===== src/rtl/mfp_timer_sched.sv =====
// Register front-end and interrupt scheduler for the four MFP timers (A..D).
// Defining MFP_TMR_RR_EN swaps fixed A>B>C>D arbitration for round-robin.
module mfp_timer_sched #(
    parameter logic [4:0] BASE_ADDR = 5'h0C
) (
    input  logic        XCLK_I,
    input  logic        RST,
    input  logic        bus_sel,
    input  logic        bus_we,
    input  logic [4:0]  bus_addr,
    input  logic [7:0]  bus_din,
    output logic [7:0]  bus_dout,
    output logic [7:0]  tmr_dat,
    output logic [3:0]  tmr_dat_we,
    output logic [19:0] tmr_ctrl,
    output logic [3:0]  tmr_ctrl_we,
    input  logic [31:0] tmr_cnt,
    input  logic [15:0] tmr_ctrl_rd,
    input  logic [3:0]  tmr_pulse,
    input  logic [3:0]  irq_en,
    output logic        irq_req,
    output logic [1:0]  irq_id,
    input  logic        irq_ack,
    output logic [3:0]  lost,
    input  logic        clr_lost
);
    typedef enum logic [1:0] {ST_IDLE, ST_REQ, ST_GAP} arb_state_e;

    arb_state_e  state_q, state_d;
    logic        acc_q;
    logic [4:0]  addr_q;
    logic [7:0]  bus_dout_q, bus_dout_d, rd_data;
    logic [7:0]  tmr_dat_q, tmr_dat_d;
    logic [3:0]  tmr_dat_we_q, tmr_dat_we_d;
    logic [19:0] tmr_ctrl_q, tmr_ctrl_d;
    logic [3:0]  tmr_ctrl_we_q, tmr_ctrl_we_d;
    logic [3:0]  pend_q, pend_d, lost_q, lost_d, ack_vec;
    logic [1:0]  irq_id_q, irq_id_d, win_id;
    logic [4:0]  offs;
    logic        hit, acc, fire;
    logic        unused_rd_bits;

    // Offset wraps modulo 32, so a window near the top of the map still decodes.
    assign offs = bus_addr - BASE_ADDR;
    assign hit  = (offs < 5'd7);
    assign acc  = bus_sel & bus_we & hit;
    assign fire = acc & (~acc_q | (bus_addr != addr_q));

    assign unused_rd_bits = tmr_ctrl_rd[11] ^ tmr_ctrl_rd[15];

    always_comb begin
        // NOTE: every comb output gets a default first so no path can infer a latch.
        tmr_dat_d     = tmr_dat_q;
        tmr_dat_we_d  = 4'b0000;
        tmr_ctrl_d    = tmr_ctrl_q;
        tmr_ctrl_we_d = 4'b0000;
        if (fire) begin
            case (offs[2:0])
                3'd0: begin tmr_ctrl_d[4:0] = bus_din[4:0]; tmr_ctrl_we_d = 4'b0001; end
                3'd1: begin tmr_ctrl_d[9:5] = bus_din[4:0]; tmr_ctrl_we_d = 4'b0010; end
                3'd2: begin
                    tmr_ctrl_d[14:10] = {2'b00, bus_din[6:4]};
                    tmr_ctrl_d[19:15] = {2'b00, bus_din[2:0]};
                    tmr_ctrl_we_d     = 4'b1100;
                end
                3'd3: begin tmr_dat_d = bus_din; tmr_dat_we_d = 4'b0001; end
                3'd4: begin tmr_dat_d = bus_din; tmr_dat_we_d = 4'b0010; end
                3'd5: begin tmr_dat_d = bus_din; tmr_dat_we_d = 4'b0100; end
                3'd6: begin tmr_dat_d = bus_din; tmr_dat_we_d = 4'b1000; end
                default: ;
            endcase
        end
    end

    always_comb begin
        rd_data = 8'h00;
        if (hit) begin
            case (offs[2:0])
                3'd0: rd_data = {4'b0000, tmr_ctrl_rd[3:0]};
                3'd1: rd_data = {4'b0000, tmr_ctrl_rd[7:4]};
                3'd2: rd_data = {1'b0, tmr_ctrl_rd[10:8], 1'b0, tmr_ctrl_rd[14:12]};
                3'd3: rd_data = tmr_cnt[7:0];
                3'd4: rd_data = tmr_cnt[15:8];
                3'd5: rd_data = tmr_cnt[23:16];
                3'd6: rd_data = tmr_cnt[31:24];
                default: ;
            endcase
        end
        bus_dout_d = (bus_sel & ~bus_we) ? rd_data : bus_dout_q;
    end

    // A pulse coinciding with the ack of the same timer re-arms it rather than losing it.
    always_comb begin
        pend_d = irq_en & ((tmr_pulse & irq_en) | (pend_q & ~ack_vec));
        lost_d = (lost_q & ~{4{clr_lost}}) | (tmr_pulse & pend_q & ~ack_vec);
    end

`ifdef MFP_TMR_RR_EN
    logic [1:0] ptr_q, ptr_d;

    always_comb begin
        win_id = 2'd0;
        for (int k = 4; k >= 1; k--) begin
            if (pend_q[ptr_q + 2'(k)]) win_id = ptr_q + 2'(k);
        end
        ptr_d = (state_q == ST_REQ && irq_ack) ? irq_id_q : ptr_q;
    end

    always_ff @(posedge XCLK_I) begin
        if (RST) ptr_q <= 2'd3;
        else     ptr_q <= ptr_d;
    end
`else
    always_comb begin
        win_id = 2'd0;
        for (int i = 3; i >= 0; i--) begin
            if (pend_q[i]) win_id = 2'(i);
        end
    end
`endif

    always_comb begin
        state_d  = state_q;
        irq_id_d = irq_id_q;
        case (state_q)
            ST_IDLE: if (|pend_q) begin
                irq_id_d = win_id;
                state_d  = ST_REQ;
            end
            ST_REQ: begin
                if (irq_ack)                 state_d = ST_GAP;
                else if (!pend_q[irq_id_q])  state_d = ST_IDLE;
            end
            ST_GAP:  state_d = ST_IDLE;
            default: state_d = ST_IDLE;
        endcase
    end

    always_comb begin
        irq_req = (state_q == ST_REQ);
        ack_vec = (irq_req && irq_ack) ? (4'b0001 << irq_id_q) : 4'b0000;
    end

    // NOTE: sequential state uses non-blocking assignments only.
    always_ff @(posedge XCLK_I) begin
        if (RST) begin
            state_q       <= ST_IDLE;
            acc_q         <= 1'b0;
            addr_q        <= 5'd0;
            bus_dout_q    <= 8'h00;
            tmr_dat_q     <= 8'h00;
            tmr_dat_we_q  <= 4'b0000;
            tmr_ctrl_q    <= 20'd0;
            tmr_ctrl_we_q <= 4'b0000;
            pend_q        <= 4'b0000;
            lost_q        <= 4'b0000;
            irq_id_q      <= 2'd0;
        end else begin
            state_q       <= state_d;
            acc_q         <= acc;
            addr_q        <= bus_addr;
            bus_dout_q    <= bus_dout_d;
            tmr_dat_q     <= tmr_dat_d;
            tmr_dat_we_q  <= tmr_dat_we_d;
            tmr_ctrl_q    <= tmr_ctrl_d;
            tmr_ctrl_we_q <= tmr_ctrl_we_d;
            pend_q        <= pend_d;
            lost_q        <= lost_d;
            irq_id_q      <= irq_id_d;
        end
    end

    assign bus_dout    = bus_dout_q;
    assign tmr_dat     = tmr_dat_q;
    assign tmr_dat_we  = tmr_dat_we_q;
    assign tmr_ctrl    = tmr_ctrl_q;
    assign tmr_ctrl_we = tmr_ctrl_we_q;
    assign irq_id      = irq_id_q;
    assign lost        = lost_q;
endmodule


===== config.mk =====
export PLATFORM = sky130hd
export DESIGN_NAME = mfp_timer_sched
export DESIGN_NICKNAME = d
export VERILOG_FILES = /design/src/rtl/mfp_timer_sched.sv
export SDC_FILE = /design/constraint.sdc
export NUM_CORES = 1
export LEC_CHECK = 0
export CORE_UTILIZATION = 60
export DETAILED_ROUTE_END_ITERATION = 8
export DONT_BUFFER_PORTS = 1
export PLACE_DENSITY_LB_ADDON = 0.15
export SLEW_MARGIN = 20
export SYNTH_ARGS = -nofsm -noshare
export SYNTH_HDL_FRONTEND = slang
export SYNTH_SLANG_ARGS = --single-unit

===== constraint.sdc =====
create_clock -name XCLK_I -period 2.1 [get_ports XCLK_I]
set_input_delay 0.42 -clock XCLK_I [delete_from_list [all_inputs] [get_ports XCLK_I]]
set_output_delay 0.42 -clock XCLK_I [all_outputs]
set_load 0.03 [all_outputs]

==> impl_metrics.csv, run 1 <==
group,metric,value,unit
outcome,status,"finished, final reports clean",
clock_tree,clock_path_buffers,2,
detailed_routing,vias_per_cell,5.94,
critical_path,crit_path_start,"bus_addr[2]",
synth,synthCells,285,
detailed_routing,vias,1984,
hold_path,holdPathStages,1,
synth,ys_warn_count,0,
floorplanning,initial_core_util,0.645,
synth,syn_avg_cell_area,9.37,sq um
critical_path,cp.required,2320,ps
synth,yosysUniqueCellTypes,44,
grt,grt_use_total,0.238,
floorplanning,core_area,4140,sq um
grt,grt_pass1_wl,8.14,mm
clock_tree,cts_num_sinks,57,
synth,synth-edff-count,0,
detailed_routing,avgRoutedWirePerCell,16.2,um
sta,fin_skew,15.2,ps
clock_tree,cts_setup_buffers,0,
critical_path,r2r-end,"tmr_ctrl[10]$_SDFFE_PP0P_",
floorplanning,die_w,68.7,um
critical_path,rr_worst_depth,5,
clock_tree,cts_resized,0,
sta,post-route-period-util,0.774,
power,leakage,1.19,nW
clock_tree,cts-root-buf,"clkbuf_8",
sta,setup_viol,0,
finish,drive_gt1_frac,0.106,
critical_path,cp-start-kind,"primary input",
floorplanning,die_y,68.7,um
sta,worst_slack,475,ps
sta,worstMarginPinSlew,669,ps
finish,fillCellCount,349,
finish,layout.nets,355,
synth,yosys.area.top_type_share,0.427,
detailed_routing,drt_iter0_drc,99,
critical_path,worstPathArrival,1850,ps
place,dp_hpwl,3.73,mm
clock_tree,cts_tree,"built",
sta,final.setup.tns,0,ps
clock_tree,clk_latency,330,ps
power,powerDensity,838,nW/um^2
grt,grt_pass1_vias,1827,
synth,synthTopCellsByCount,"57 x dfxtp_1, 29 x nand2b_1, 28 x nor2_1",
detailed_routing,wl,5.40,mm
synth,synth_area_leaders,"dfxtp_1 43%, mux2i_1 9.7%, nand2b_1 6.8%",
critical_path,worst-path-max-fanout,27,
place,place.port_buffers,0,
grt,antenna_found_initial,0,
sta,max_freq,615,MHz
critical_path,crit_type,"primary input to register",
critical_path,r2r-start,"addr_q[3]$_SDFF_PP0_",
finish,area_delta_synth_final,6.70,%
hold_path,hp-class,"primary input to register",
sta,slew_violations,0,
synth,synthFlopType,"dfxtp_1",
hold_path,hp-start,"RST",
synth,yosysMostFrequentCell,"dfxtp_1",
floorplanning,placement_rows,23,
sta,slew_headroom,0.554,
critical_path,r2r_setup_slack,540,ps
place,gp_congestion,0.857,
detailed_routing,first_pass_iters,4,
clock_tree,ctsHtreeMaxLevel,3,
critical_path,endpoint_kind,"register",
clock_tree,numCtsBuffers,9,
clock_tree,ctsHoldBuffers,0,
grt,overflow,0,
synth,async_flop_share,0,
clock_tree,clkSlewWorstSetupHoldPaths,70,ps
sta,rsz0062_at_grt,"false",
floorplanning,die-area,4720,sq um
detailed_routing,drcViolationCount,0,
job,drv_cap,0,
synth,ys_ff_latch,57,
floorplanning,num_io_pins,126,
place,place_ws,108,ps
hold_path,min_to,"addr_q[1]$_SDFF_PP0_",
sta,period_needed,1630,ps
finish,n_antenna_cell,0,
grt,grt_max_degree,56,
detailed_routing,drtAntennaViolNets,0,
sta,hold_viol_final,0,
synth,seq_area_frac_synth,0.427,
synth,netlist_area,2670,sq um
power,irDropWorstVdd,0.000529,V
synth,synth_top_area_cell,"dfxtp_1",
[layer usage]
metal	up-vias	wire length, um	GRT usage
met4	0	82	0.133
met3	9	439	0.0740
met2	80	2490	0.377
li1	978	-	-
met5	-	0	0
met1	917	2390	0.286
[cell usage in the layout (no fill, tap or decap), types with 5 or more instances in the layout]
| master | count |
|---|---|
| a211oi_1 | 5 |
| a21oi_1 | 8 |
| a221oi_1 | 5 |
| a22oi_1 | 7 |
| clkbuf_8 | 11 |
| dfxtp_1 | 57 |
| inv_1 | 5 |
| mux2_2 | 7 |
| mux2i_1 | 26 |
| nand2_1 | 16 |
| nand2b_1 | 29 |
| nor2_1 | 28 |
| nor2b_1 | 9 |
| nor3_1 | 6 |
| o21ai_0 | 6 |
| xnor2_1 | 6 |
[cell type report]
class	instances	area, sq um	area share
Sequential cell	57	1140	0.400
Clock buffer	12	155	0.0544
Multi-Input combinational cell	205	1410	0.496
Inverter	5	18.8	0.00658
Clock inverter	4	51.3	0.0180
Tap cell	50	62.6	0.0219
Timing Repair Buffer	1	7.51	0.00263
[registers in the layout (all words and copies together), names as in the netlist]
| register | count |
|---|---|
| addr_q | 5 |
| bus_dout | 8 |
| acc_q | 1 |
| tmr_dat | 8 |
| tmr_ctrl_we | 3 |
| lost | 4 |
| tmr_ctrl | 16 |
| state_q | 2 |
| tmr_dat_we | 4 |
| irq_id | 2 |
| pend_q | 4 |
[worst max-delay path by stage]
| stage | endpoint | slack, ps | cells after the start |
|---|---|---|---|
| 2_1_floorplan | tmr_ctrl[0]$_SDFFE_PP0P_ | 290 | 6 |
| 3_3_place_gp | tmr_ctrl[0]$_SDFFE_PP0P_ | 160 | 6 |
| 3_5_place_dp | tmr_ctrl[1]$_SDFFE_PP0P_ | 110 | 6 |
| 4_1_cts | tmr_ctrl[0]$_SDFFE_PP0P_ | 470 | 6 |
| 5_1_grt | tmr_ctrl[2]$_SDFFE_PP0P_ | 390 | 6 |
| 6_report | tmr_ctrl[0]$_SDFFE_PP0P_ | 470 | 6 |
[kinds of logic after synthesis]
family / after synthesis / synth area share
compound gates: 43 / 0.113
xor+xnor: 7 / 0.0230
other cells: 1 / 0.00140
simple gates: 115 / 0.239
mux: 35 / 0.144
buf+inv: 26 / 0.0478
flops: 57 / 0.427
fa+ha+maj: 1 / 0.00468
[power breakdown]
group	internal, mW	switching [mW]
clock	0.613	0.441
combinational	0.0919	0.0856
sequential	1.11	0.0520
[metrics by stage]
stage | cell area, sq um | std cells | hold slack [ps] | total power [mW] | util
3_3_place_gp | 2640 | 318 | 495 | 1.36 | 0.638
3_5_place_dp | 2640 | 318 | 496 | 1.36 | 0.638
6_report | 2850 | 334 | 160 | 2.39 | 0.688
2_1_floorplan | 2680 | 288 | 531 | 1.37 | -
4_1_cts | 2850 | 334 | 138 | 2.40 | 0.688
5_1_grt | 2850 | 334 | 140 | 2.48 | 0.688
[critical path: stages]
cell and delay (ps):
ha_1 280, nand3b_1 230, nor3_4 310, o2111ai_2 330
mux2i_1 230, nor2_1 60
No activity file was read; power rests on OpenSTA's default activity.
==> inputs of run 2 (changes only) <==
Clock period 2.1 ns to 1.61 ns, I/O delays scaled along.
==> run 2 against run 1 <==
  * Final cell count increased by 2.4%
  * Global-route usage is 1.5 points higher
  * Total power is 49% higher
  * Combinational power is 54% higher
  * Setup slack worse by 370 ps
  * Final area up 6.1%
  * Critical path depth stayed put
  * Wire length up 8.1%
  * Sequential power rose by 29%
  * Sequential share of layout area decreased by 2.3 points
  * First-iteration DRC count is 14% higher
  * Die area is the same
  * Critical endpoint is now tmr_ctrl[2]$_SDFFE_PP0P_
  * Largest power group is now the clock network
  * Highest routed layer unchanged
==> impl_metrics.csv, run 2 (synthesis gave the netlist of run 1 again) <==
group,metric,value,unit
outcome,status,"finished, final reports clean",
finish,layout.nets,364,
floorplanning,num_io_pins,126,
finish,layout_commonest_cell,"dfxtp_1",
hold_path,hp-class,"primary input to register",
grt,grt_use_total,0.253,
critical_path,endpoint,"tmr_ctrl[2]$_SDFFE_PP0P_",
clock_tree,numCtsBuffers,9,
sta,slew_violations,0,
finish,largest_register_ffs,16,
clock_tree,clk_latency,330,ps
clock_tree,cts_num_sinks,57,
grt,grt_pass1_wl,8.67,mm
job,drv_cap,0,
floorplanning,initial_core_util,0.645,
detailed_routing,vias_per_cell,6.05,
floorplanning,die-area,4720,sq um
sta,rsz0062_at_grt,"false",
floorplanning,core_area,4140,sq um
floorplanning,die_y,68.7,um
clock_tree,clkSlewWorstSetupHoldPaths,70,ps
grt,grt_max_degree,56,
clock_tree,cts_tree,"built",
finish,fillCellCount,318,
critical_path,rr_worst_depth,6,
finish,mostFrequentLayoutCells,"57 x dfxtp_1, 29 x nand2b_1, 28 x nor2_1",
place,place_ws,-103,ps
critical_path,r2r-start,"addr_q[4]$_SDFF_PP0_",
detailed_routing,drtAntennaViolNets,0,
grt,antenna_found_initial,0,
sta,post-route-period-util,0.935,
critical_path,endpoint_kind,"register",
detailed_routing,drcViolationCount,0,
critical_path,cpMaxStageDelayCell,"dfxtp_1",
sta,fin_skew,6.99,ps
grt,grt_busiest_layer,"met2",
critical_path,cp-start-kind,"register",
critical_path,crit_path_start,"addr_q[4]$_SDFF_PP0_",
finish,post-route-util,0.730,
grt,use_met1,0.284,
critical_path,crit_type,"register to register",
clock_tree,ctsHtreeMaxLevel,3,
grt,grtUsageMet3,0.122,
finish,drive_gt1_frac,0.137,
place,place.port_buffers,0,
sta,worst_slack,105,ps
power,leakage,1.27,nW
grt,overflow,0,
sta,slew_headroom,0.615,
detailed_routing,first_pass_iters,4,
finish,n_antenna_cell,0,
clock_tree,cts_resized,0,
power,powerDensity,1180,nW/um^2
power,power,3.56,mW
critical_path,worst-path-max-fanout,5,
power,irDropWorstVdd,0.000961,V
detailed_routing,wl,5.84,mm
clock_tree,cts-root-buf,"clkbuf_8",
critical_path,r2r-end,"tmr_ctrl[2]$_SDFFE_PP0P_",
floorplanning,die_w,68.7,um
finish,area_delta_synth_final,13.3,%
clock_tree,clock_path_buffers,2,
sta,setup_viol,0,
floorplanning,placement_rows,23,
critical_path,worstPathArrival,1730,ps
sta,period_needed,1510,ps
place,gp_congestion,0.851,
critical_path,r2r_setup_slack,100,ps
sta,worstMarginPinSlew,577,ps
grt,grt_pass1_vias,1902,
critical_path,cp.required,1840,ps
grt,grtUsageMet2,0.417,
sta,final.setup.tns,0,ps
detailed_routing,drt_iter0_drc,113,
hold_path,hp-start,"RST",
critical_path,max_stage_delay,310,ps
critical_path,path_cells,"xnor2_1, nand4_1, buf_4, o2111ai_4, mux2i_1, nor2_1",
detailed_routing,avgRoutedWirePerCell,17.1,um
sta,hold_viol_final,0,
detailed_routing,vias,2070,
place,dp_hpwl,3.98,mm
sta,max_freq,664,MHz
==> run 2: per-layer routing <==
metal / vias up / part of all wire
li1: 1001 / -
met4: 0 / 0.0075
met1: 974 / 0.42
met3: 7 / 0.088
met2: 88 / 0.49
met5: - / 0
==> run 2: power by group <==
part           internal, mW  leakage [nW]  switching [mW]
Sequential             1.44         0.462          0.0554
Combinational         0.140         0.683           0.135
Clock                  1.22         0.129           0.565
Total                  2.80          1.27           0.755
==> run 2: repair_timing <==
item | CTS | global route
buffers inserted | 0 | 0
endpoints found under the setup margin | 0 | 1
hold buffers | 0 | 0
==> run 2: stage by stage <==
step / cells / instance area [sq um] / hold slack (ps)
after floorplan: 288 / 2710 / 450
after global placement: 327 / 2760 / 397
after detailed placement: 327 / 2760 / 399
after CTS: 342 / 3030 / 35.8
after global routing: 342 / 3030 / 36.6
final: 342 / 3030 / 51.9
==> run 2: worst min path at each step <==
| stage | end | cells after the start |
|---|---|---|
| 3_3_place_gp | lost[2]$_SDFF_PP0_ | 1 |
| 6_report | tmr_ctrl[2]$_SDFFE_PP0P_ | 1 |
| 2_1_floorplan | addr_q[3]$_SDFF_PP0_ | 1 |
| 4_1_cts | tmr_ctrl[2]$_SDFFE_PP0P_ | 1 |
| 3_5_place_dp | tmr_ctrl[2]$_SDFFE_PP0P_ | 1 |
| 5_1_grt | tmr_ctrl[1]$_SDFFE_PP0P_ | 1 |
==> run 2: final cells by class <==
cell class | count | area [sq um] | share of cell area
clock buffers | 10 | 138 | 0.0455
repair buffers | 10 | 100 | 0.0331
flip-flops and latches | 57 | 1140 | 0.377
multi-input cells | 205 | 1440 | 0.475
well taps | 50 | 62.6 | 0.0207
clock inverters | 5 | 128 | 0.0422
inverters | 5 | 18.8 | 0.00620
==> run 2: critical path, delay by kind of cell (launching register included) <==
kind                      cells  cell delay, ps
xor gates and xnor gates      1             180
DFF                           1             310
AOI/OAI and AO/OA             1             300
muxes                         1             260
buffers and inverters         1             170
and+or+nand+nor               2             180
